**config.mk**
```make
export PLATFORM = sky130hd
export DESIGN_NAME = sram_line_ctrl
export DESIGN_NICKNAME = d
export VERILOG_FILES = /design/src/rtl/cache_pkg.sv /design/src/rtl/sram_line_ctrl.sv
export SDC_FILE = /design/constraint.sdc
export NUM_CORES = 1
export LEC_CHECK = 0
export CAP_MARGIN = 0
export CORE_UTILIZATION = 45
export DETAILED_ROUTE_END_ITERATION = 7
export PLACE_DENSITY = 0.85
export RECOVER_POWER = 100
export SLEW_MARGIN = 20
export SYNTH_ARGS = -nofsm -noshare
export SYNTH_HDL_FRONTEND = slang
export SYNTH_SLANG_ARGS = --single-unit
```
**constraint.sdc**
```tcl
create_clock -name clk -period 2.3 [get_ports clk]
set_clock_uncertainty 0.1 [all_clocks]
set_input_delay 0.46 -clock clk [delete_from_list [all_inputs] [get_ports clk]]
set_output_delay 0.46 -clock clk [all_outputs]
set_load 0.02 [all_outputs]
```
**src/rtl/cache_pkg.sv**
```systemverilog
// Shared types and helpers for the cache data-array line controller.
package cache_pkg;

  // Widest way-enable vector the helper can build; callers truncate to WAY_NUM.
  localparam int MAX_WAYS = 32;

  typedef enum logic [2:0] {
    IDLE  = 3'd0,
    WRITE = 3'd1,
    READ  = 3'd2,
    DRAIN = 3'd3,
    RESP  = 3'd4
  } line_st_e;

  // One-hot enable for way idx among n ways; an out-of-range idx yields all zeros,
  // so a bad way simply enables no macro.
  function automatic logic [MAX_WAYS-1:0] way_onehot(input logic [31:0] idx,
                                                     input logic [31:0] n);
    logic [MAX_WAYS-1:0] v;
    v = '0;
    for (int i = 0; i < MAX_WAYS; i++) begin
      if ((32'(i) < n) && (idx == 32'(i))) v[i] = 1'b1;
    end
    return v;
  endfunction

endpackage

```
**src/rtl/sram_line_ctrl.sv**
```systemverilog
// Sequences whole-line read/write requests into per-word accesses on the shared
// data-array SRAM bus and returns each completed line on a valid/ready channel.
module sram_line_ctrl
  import cache_pkg::*;
#(
  parameter int DATA_W  = 32,
  parameter int ADDR_W  = 8,
  parameter int BEATS   = 4,
  parameter int WAY_NUM = 4,
  parameter int WAY_W   = (WAY_NUM > 1) ? $clog2(WAY_NUM) : 1,
  parameter int LINE_W  = ADDR_W - $clog2(BEATS)
) (
  input  logic                    clk,
  input  logic                    rst_n,
  input  logic                    req_valid,
  output logic                    req_ready,
  input  logic                    req_we,
  input  logic [WAY_W-1:0]        req_way,
  input  logic [LINE_W-1:0]       req_line,
  input  logic [DATA_W*BEATS-1:0] req_wdata,
  output logic                    rsp_valid,
  input  logic                    rsp_ready,
  output logic [DATA_W*BEATS-1:0] rsp_rdata,
  output logic                    rsp_err,
  output logic                    sram_ce,
  output logic [WAY_NUM-1:0]      sram_way_en,
  output logic                    sram_we,
  output logic [ADDR_W-1:0]       sram_addr,
  output logic [DATA_W-1:0]       sram_wdata,
  input  logic [DATA_W-1:0]       sram_rdata
);

  localparam int BW = $clog2(BEATS);
  localparam int LW = DATA_W * BEATS;

  line_st_e            state_q, state_d;
  logic [BW-1:0]       cnt_q, cnt_d;         // beat currently on the bus
  logic                we_q, we_d;
  logic [WAY_W-1:0]    way_q, way_d;
  logic [LINE_W-1:0]   line_q, line_d;
  logic [LW-1:0]       wdata_q, wdata_d;
  logic                err_q, err_d;
  logic [LW-1:0]       rdata_q, rdata_d;
  logic                cap_vld_q, cap_vld_d; // read data for cap_idx_q is on sram_rdata
  logic [BW-1:0]       cap_idx_q, cap_idx_d;
  logic                ce_q, ce_d;
  logic                swe_q, swe_d;
  logic [WAY_NUM-1:0]  way_en_q, way_en_d;
  logic [ADDR_W-1:0]   addr_q, addr_d;
  logic [DATA_W-1:0]   swdata_q, swdata_d;
  logic                rsp_valid_q, rsp_valid_d;
  logic [BW-1:0]       cnt_nxt;

  // ready is a pure function of state; forced low while reset is held
  assign req_ready   = rst_n && (state_q == IDLE);
  assign rsp_valid   = rsp_valid_q;
  assign rsp_rdata   = rdata_q;
  assign rsp_err     = err_q && rsp_valid_q;
  assign sram_ce     = ce_q;
  assign sram_way_en = way_en_q;
  assign sram_we     = swe_q;
  assign sram_addr   = addr_q;
  assign sram_wdata  = swdata_q;

  // Next-state, next-beat bus values and read-data capture
  always_comb begin
    state_d     = state_q;
    cnt_d       = cnt_q;
    we_d        = we_q;
    way_d       = way_q;
    line_d      = line_q;
    wdata_d     = wdata_q;
    err_d       = err_q;
    rdata_d     = rdata_q;
    cap_vld_d   = 1'b0;
    cap_idx_d   = cap_idx_q;
    ce_d        = ce_q;
    swe_d       = swe_q;
    way_en_d    = way_en_q;
    addr_d      = addr_q;
    swdata_d    = swdata_q;
    rsp_valid_d = rsp_valid_q;
    cnt_nxt     = cnt_q + BW'(1);

    // Macro output is registered: data for a read issued this cycle lands next cycle.
    if (cap_vld_q) rdata_d[cap_idx_q*DATA_W +: DATA_W] = sram_rdata;
    if (ce_q && !swe_q) begin
      cap_vld_d = 1'b1;
      cap_idx_d = addr_q[BW-1:0];
    end

    case (state_q)
      IDLE: begin
        if (req_valid) begin
          we_d     = req_we;
          way_d    = req_way;
          line_d   = req_line;
          wdata_d  = req_wdata;
          err_d    = (32'(req_way) >= 32'(WAY_NUM));
          rdata_d  = '0;
          cnt_d    = '0;
          state_d  = req_we ? WRITE : READ;
          // beat 0 goes out in the cycle right after acceptance
          ce_d     = 1'b1;
          swe_d    = req_we;
          way_en_d = WAY_NUM'(way_onehot(32'(req_way), 32'(WAY_NUM)));
          addr_d   = {req_line, BW'(0)};
          swdata_d = req_we ? req_wdata[DATA_W-1:0] : '0;
        end
      end
      WRITE, READ: begin
        if (cnt_q == BW'(BEATS - 1)) begin
          ce_d     = 1'b0;
          swe_d    = 1'b0;
          way_en_d = '0;
          addr_d   = '0;
          swdata_d = '0;
          if (state_q == WRITE) begin
            state_d     = RESP;
            rsp_valid_d = 1'b1;
          end else begin
            state_d = DRAIN;
          end
        end else begin
          cnt_d    = cnt_nxt;
          way_en_d = WAY_NUM'(way_onehot(32'(way_q), 32'(WAY_NUM)));
          addr_d   = {line_q, cnt_nxt};
          swdata_d = we_q ? wdata_q[cnt_nxt*DATA_W +: DATA_W] : '0;
        end
      end
      DRAIN: begin
        // last beat is captured on this edge by the cap_vld path above
        state_d     = RESP;
        rsp_valid_d = 1'b1;
      end
      RESP: begin
        if (rsp_ready) begin
          state_d     = IDLE;
          rsp_valid_d = 1'b0;
        end
      end
      default: begin
        state_d     = IDLE;
        rsp_valid_d = 1'b0;
        ce_d        = 1'b0;
        swe_d       = 1'b0;
        way_en_d    = '0;
        addr_d      = '0;
        swdata_d    = '0;
      end
    endcase
  end

  // State and registered outputs; reset drops the bus immediately, no rollback
  always_ff @(posedge clk or negedge rst_n) begin
    if (!rst_n) begin
      state_q     <= IDLE;
      cnt_q       <= '0;
      we_q        <= 1'b0;
      way_q       <= '0;
      line_q      <= '0;
      wdata_q     <= '0;
      err_q       <= 1'b0;
      rdata_q     <= '0;
      cap_vld_q   <= 1'b0;
      cap_idx_q   <= '0;
      ce_q        <= 1'b0;
      swe_q       <= 1'b0;
      way_en_q    <= '0;
      addr_q      <= '0;
      swdata_q    <= '0;
      rsp_valid_q <= 1'b0;
    end else begin
      state_q     <= state_d;
      cnt_q       <= cnt_d;
      we_q        <= we_d;
      way_q       <= way_d;
      line_q      <= line_d;
      wdata_q     <= wdata_d;
      err_q       <= err_d;
      rdata_q     <= rdata_d;
      cap_vld_q   <= cap_vld_d;
      cap_idx_q   <= cap_idx_d;
      ce_q        <= ce_d;
      swe_q       <= swe_d;
      way_en_q    <= way_en_d;
      addr_q      <= addr_d;
      swdata_q    <= swdata_d;
      rsp_valid_q <= rsp_valid_d;
    end
  end

endmodule

```
# ---- Yosys cells after proc, flatten, opt, wreduce, memory -nomap -nowiden
# Cells that the tools add are included.
dict set report totals {
  reg_bits 320
  in_bits 173
  output_inout_bits 177
  wordCells 95
}
dict set report classes {
  n_addsub 2
  eq_ne 16
  n_shift 3
  n_mux 42
  bitwise_logic 2
  reduce_logical 15
}
# cell n
set ops {}
lappend ops {{128-bit two-way mux} 3}
lappend ops {{128-bit bitwise mux} 1}
lappend ops {{32-bit two-way mux} 4}
lappend ops {{32-bit by 34-bit variable shift with 128-bit output, first input constant} 1}
lappend ops {{128-bit by 8-bit variable part select with 32-bit output} 1}
lappend ops {{32-bit by 34-bit variable part select with 128-bit output} 1}
lappend ops {{32-bit case mux with 3 select lines} 1}
lappend ops {{7-bit negator with 34-bit output} 1}
lappend ops {{8-bit case mux with 3 select lines} 1}
lappend ops {{8-bit two-way mux} 2}
lappend ops {{1-bit two-way mux} 15}
lappend ops {{3-bit two-way mux} 4}
lappend ops {{3-bit case mux with 4 select lines} 1}
lappend ops {{4-bit case mux with 3 select lines} 1}
lappend ops {{2-bit == test, second input constant} 5}
lappend ops {{2-bit inequality test, second input constant} 5}
lappend ops {{3-bit AND reduction} 3}
lappend ops {{4-bit two-way mux} 2}
lappend ops {{3-bit by 2-bit == test with 1-bit output, second input constant} 2}
lappend ops {{2-bit two-way mux} 3}
lappend ops {{1-bit case mux with 3 select lines} 2}
lappend ops {{2-bit by 1-bit == test with 1-bit output, second input constant} 2}
lappend ops {{2-bit logical NOT} 2}
lappend ops {{1-bit case mux with 4 select lines} 1}
lappend ops {{other kinds (12)} 16}

# ---- Depth between registers and ports, before layout
dict set report logic_depth {
  depth_word 6
  depth_mapped 8
  ltp_nobuf 5
}

# ---- Worst setup path before layout
# OpenSTA, ideal clock, no wires.
dict set report synth_timing {
  path_kind {reg-to-reg}
  startpoint {reg cnt_q[0]}
  endpoint {reg swdata_q[23] (netlist: sram_wdata[23])}
  setup_time_ps 126
  arrival_ps 1861
  required_time_ps 2074
  slack_ps 213
  stages_incl_launch_ff 5
  path_buffers 2
  period_less_slack_ps 2087
  path_cell_list {dfrtp_1 -> buf_2 -> buf_1 -> mux4_2 -> a221o_1}
}
dict set report synth_between {
  elab_chain_cells 5
  elab_cells_between_ends 6
  cone_classes {add/sub (1); eq/ne (1); shift (1); mux (3)}
}
# item line_no
set synth_lines {}
lappend synth_lines {{from (decl)} sram_line_ctrl.sv:37} ;# logic [BW-1:0] cnt_q, cnt_d;
lappend synth_lines {{from (signal assigned)} sram_line_ctrl.sv:175} ;# cnt_q <= cnt_d;
lappend synth_lines {{2-bit by 1-bit adder with 2-bit output} sram_line_ctrl.sv:83} ;# cnt_nxt = cnt_q + BW'(1);
lappend synth_lines {{128-bit by 8-bit variable part select with 32-bit output} sram_line_ctrl.sv:128} ;# swdata_d = we_q ? wdata_q[cnt_nxt*DATA_W +: DATA_W] : '0;
lappend synth_lines {{32-bit two-way mux} sram_line_ctrl.sv:128}
lappend synth_lines {{32-bit two-way mux (*)} sram_line_ctrl.sv:112} ;# if (cnt_q == BW'(BEATS - 1)) begin
lappend synth_lines {{32-bit case mux with 3 select lines (*)} sram_line_ctrl.sv:92} ;# case (state_q)
lappend synth_lines {{to (signal assigned)} sram_line_ctrl.sv:188} ;# swdata_q <= swdata_d;
lappend synth_lines {{to (decl)} sram_line_ctrl.sv:50} ;# logic [DATA_W-1:0] swdata_q, swdata_d;
# Every way passes the cells marked *; elsewhere a longest branch is shown, timed or not.
# A chain may end at the register's enable or synchronous reset.

# ---- Final worst setup path
dict set report layout_timing {
  startpoint {reg rdata_q[45] (netlist: rsp_rdata[45])}
  endpoint {out rsp_rdata[45]}
}
# item line_no
set layout_rtl {}
lappend layout_rtl {{from (decl)} sram_line_ctrl.sv:43} ;# logic [LW-1:0] rdata_q, rdata_d;
lappend layout_rtl {{from (signal assigned)} sram_line_ctrl.sv:181} ;# rdata_q <= rdata_d;
lappend layout_rtl {{to (decl)} sram_line_ctrl.sv:23} ;# output logic [DATA_W*BEATS-1:0] rsp_rdata,
# No word-level cell between the ends.

==> metrics.md <==
| Metric | Value |
|---|---|
| Critical path capture point type | `output port` |
| Static Leak | `roughly 9.2 nW` |
| Asr flop ratio synth | `1.000` |
| Distinct cells, synth | `44` |
| Vias/cell | `5.727` |
| Peak Freq | `about 450 MHz` |
| CTS tree | `built` |
| Row count | `just over 60` |
| Critical path, cell by cell | `dlygate4sd3_1` |
| Post-Syn Nets | `roughly 1400` |
| First-pass DRT Iterations | `5` |
| Area after DPL | `17470 um^2` |
| Htree depth | `2` |
| Maximum VDD drop | `approximately 0.78 mV` |
| Startpoint types | `register` |
| Total Wirelength | `roughly 40000 um` |
| Starting Density | `0.4619` |
| Power per Cell Area | `around 1300 nW/um^2` |
| Clock latency on the worst-skew pair | `roughly 500 ps` |
| Ys flop type | `dfrtp_1` |
| Core Footprint | `approximately 29000 um^2` |
| Worst path required time | `1740 ps` |
| Cells after synthesis | `~1200` |
| All-Layer GR Usage | `0.2638` |
| M3 GR Usage | `0.06474` |
| Routed Antenna Nets | `0` |
| Root buffer cell | `clkbuf_16` |
| Slowest stage cell, crit path | `dlygate4sd3_1` |
| Antenna violations before repair | `2` |
| Wire length of the first global-routing pass | `approximately 63000 um` |
| Largest area contributor in the netlist | `dfrtp_1` |
| Crit-path max cell delay | `around 700 ps` |
| EDFF count, synth | `0` |
| Worst Tran Pin Value | `~940 ps` |
| Synth warn | `0` |
| Most common cell after layout, fill and taps aside | `nand2_1` |
| CP Max Fanout | `2` |
| Post-CTS Setup Bufs | `0` |
| Pins Over Slew Limit | `0` |
| Critical path arrival | `between 1500 and 2000 ps` |
| Die Span X | `approximately 170 um` |
| Nets | `between 1500 and 2000` |
| Final setup viols | `0` |
| Ranking of synthesized cells by area | `dfrtp_1 60%, nand2_1 11%, a32oi_1 6.5%` |
| Longest Clk Path Bufs | `3` |
| Share of the synthesized area in the top cell type | `0.5991` |
| HP Class | `reg2reg` |
| Post-place setup slack | `-12.87 ps` |
| I/O pins | `between 300 and 400` |
| Leading cell types in the layout, fill and taps excluded | `400 x nand2_1, 319 x dfrtp_1, 176 x dlygate4sd3_1` |
| Met2 Use GR | `0.4371` |
| Routed vias | `11310` |
| Synthesis-to-finish area growth | `38.47%` |
| WL/cell | `a little over 20 um` |
| Final Hold Vio Count | `0` |
| Layout cells sized above 1 | `0.08244` |
| DIE HEIGHT | `174.3 um` |
| RSZ-0062 raised after global routing | `false` |
| Port bufs | `roughly 350` |
| Synth Cell Area | `about 13000 um^2` |
| Clk sinks | `320` |
| Seq/Total Area, Yosys | `0.5991` |
| Worst-path clk slew | `roughly 60 ps` |
| Die ar. | `between 30000 and 40000 um^2` |
| Worst setup margin | `84.65 ps` |
| Largest net degree at the start of global routing | `about 170` |
| Crit path kind | `reg2out` |
| WP buf/inv | `1` |
| Seq cells post-synth | `320` |
| Cell family with most CP delay | `buffers and inverters` |
| MaxCap Viol Count | `0` |
| Total gr overflow | `0` |
| Min Tclk post-route | `~2200 ps` |
| Post-route cell area | `18510 um^2` |
| Iter 0 DRT Violations | `roughly 1100` |
| Final Wtd Congestion | `roughly 0.86` |
| Fin crit share | `0.9632` |
| Outcome | `finished, final reports clean` |
| Mean Syn Cell Area | `10.74 um^2` |
| DRC violations left | `0` |
| Vias in the first global route | `11590` |
| Hpwl dp | `26400 um` |
| Slew HR | `0.3739` |
| CTS buffer count | `34` |
| Most Crowded Layer GR | `met2` |
| Met1 GRT Util | `0.3432` |
## cell usage after synthesis (2+ instances only)
cell type,count
a21o_1,8
a21oi_1,6
a221o_1,38
a22o_1,29
a32oi_1,99
and2_1,8
and3_1,34
and4b_1,3
buf_1,3
buf_2,28
buf_4,2
clkbuf_1,73
dfrtp_1,320
ha_1,6
inv_1,9
mux4_2,32
nand2_1,400
nand3_1,4
nand3b_1,2
nor2_1,103
nor2b_1,5
nor3_1,3
o21ai_0,7
o221ai_1,3
## layer usage
layer,up-vias,share of wire
met5,-,0
met4,0,0.022
met2,617,0.49
met1,5593,0.39
met3,73,0.11
li1,5022,-
## logic make-up after synthesis
kind of cell	synth area share
AO/OA/AOI/OAI	0.1279
flip-flops	0.5991
buffers and inverters	0.03632
adder cells (fa/ha/maj)	0.005616
multiplexers	0.05476
XOR/XNOR	0.0006554
AND/OR/NAND/NOR	0.1754
other	0.0002806
## power breakdown
part	internal (mW)	total (mW)	switching (mW)
Clock	3.07	5.25	2.18
Sequential	7.46	8.56	1.11
Combinational	4.02	9.46	5.45
## state kept, by name, summed over array words and instances, names as in the netlist, 2 cells and up
name         flops
sram_way_en      4
cnt_q            2
sram_addr        8
state_q          3
wdata_q        128
cap_idx_q        2
way_q            2
rsp_rdata      128
sram_wdata      32
line_q           6
## through the flow
| step | instances | utilization | power, mW | setup TNS (ps) | hold slack (ps) |
|---|---|---|---|---|---|
| after CTS | 1973 | 0.6411 | 23.64 | 0 | 339.9 |
| after global routing | 1973 | 0.6396 | 24.60 | 0 | 385.2 |
| after global placement | 1913 | 0.6038 | 17.88 | -16.50 | 317.6 |
| after floorplan | 1245 | - | 14.24 | 0 | 64.41 |
| final | 1974 | 0.6397 | 23.27 | 0 | 371.2 |
| after detailed placement | 1913 | 0.6038 | 18.31 | -76.96 | 319.7 |
## layout make-up
cell class	count	area, um^2
antenna	1	2.502
clock buffer	51	1018
clock inverter	8	48.80
fill	2119	10430
inverter	9	33.78
multi-input combinational	809	4915
sequential	320	8009
tap	384	480.5
timing repair buffer	392	4001
## path summary, 6_finish.rpt
kind,start,to,slack (ps),depth (start not counted)
min in group asynchronous,rst_n,rsp_rdata[11],540,3
worst max register to register,state_q[2],rsp_rdata[94],140,5
worst min-delay path,wdata_q[98],wdata_q[98],370,2
worst max-delay path,rsp_rdata[45],rsp_rdata[45],80,1
max in group asynchronous,rst_n,sram_wdata[11],400,4
worst min register to register,wdata_q[98],wdata_q[98],370,2
## timing repair
item	CTS	global route
hold buffers	1	0
hold endpoints to repair	9	0
pin swaps	0	0
endpoints found under the setup margin	1	9
gates resized for setup	3	3
No activity file was read; power rests on OpenSTA's default activity.
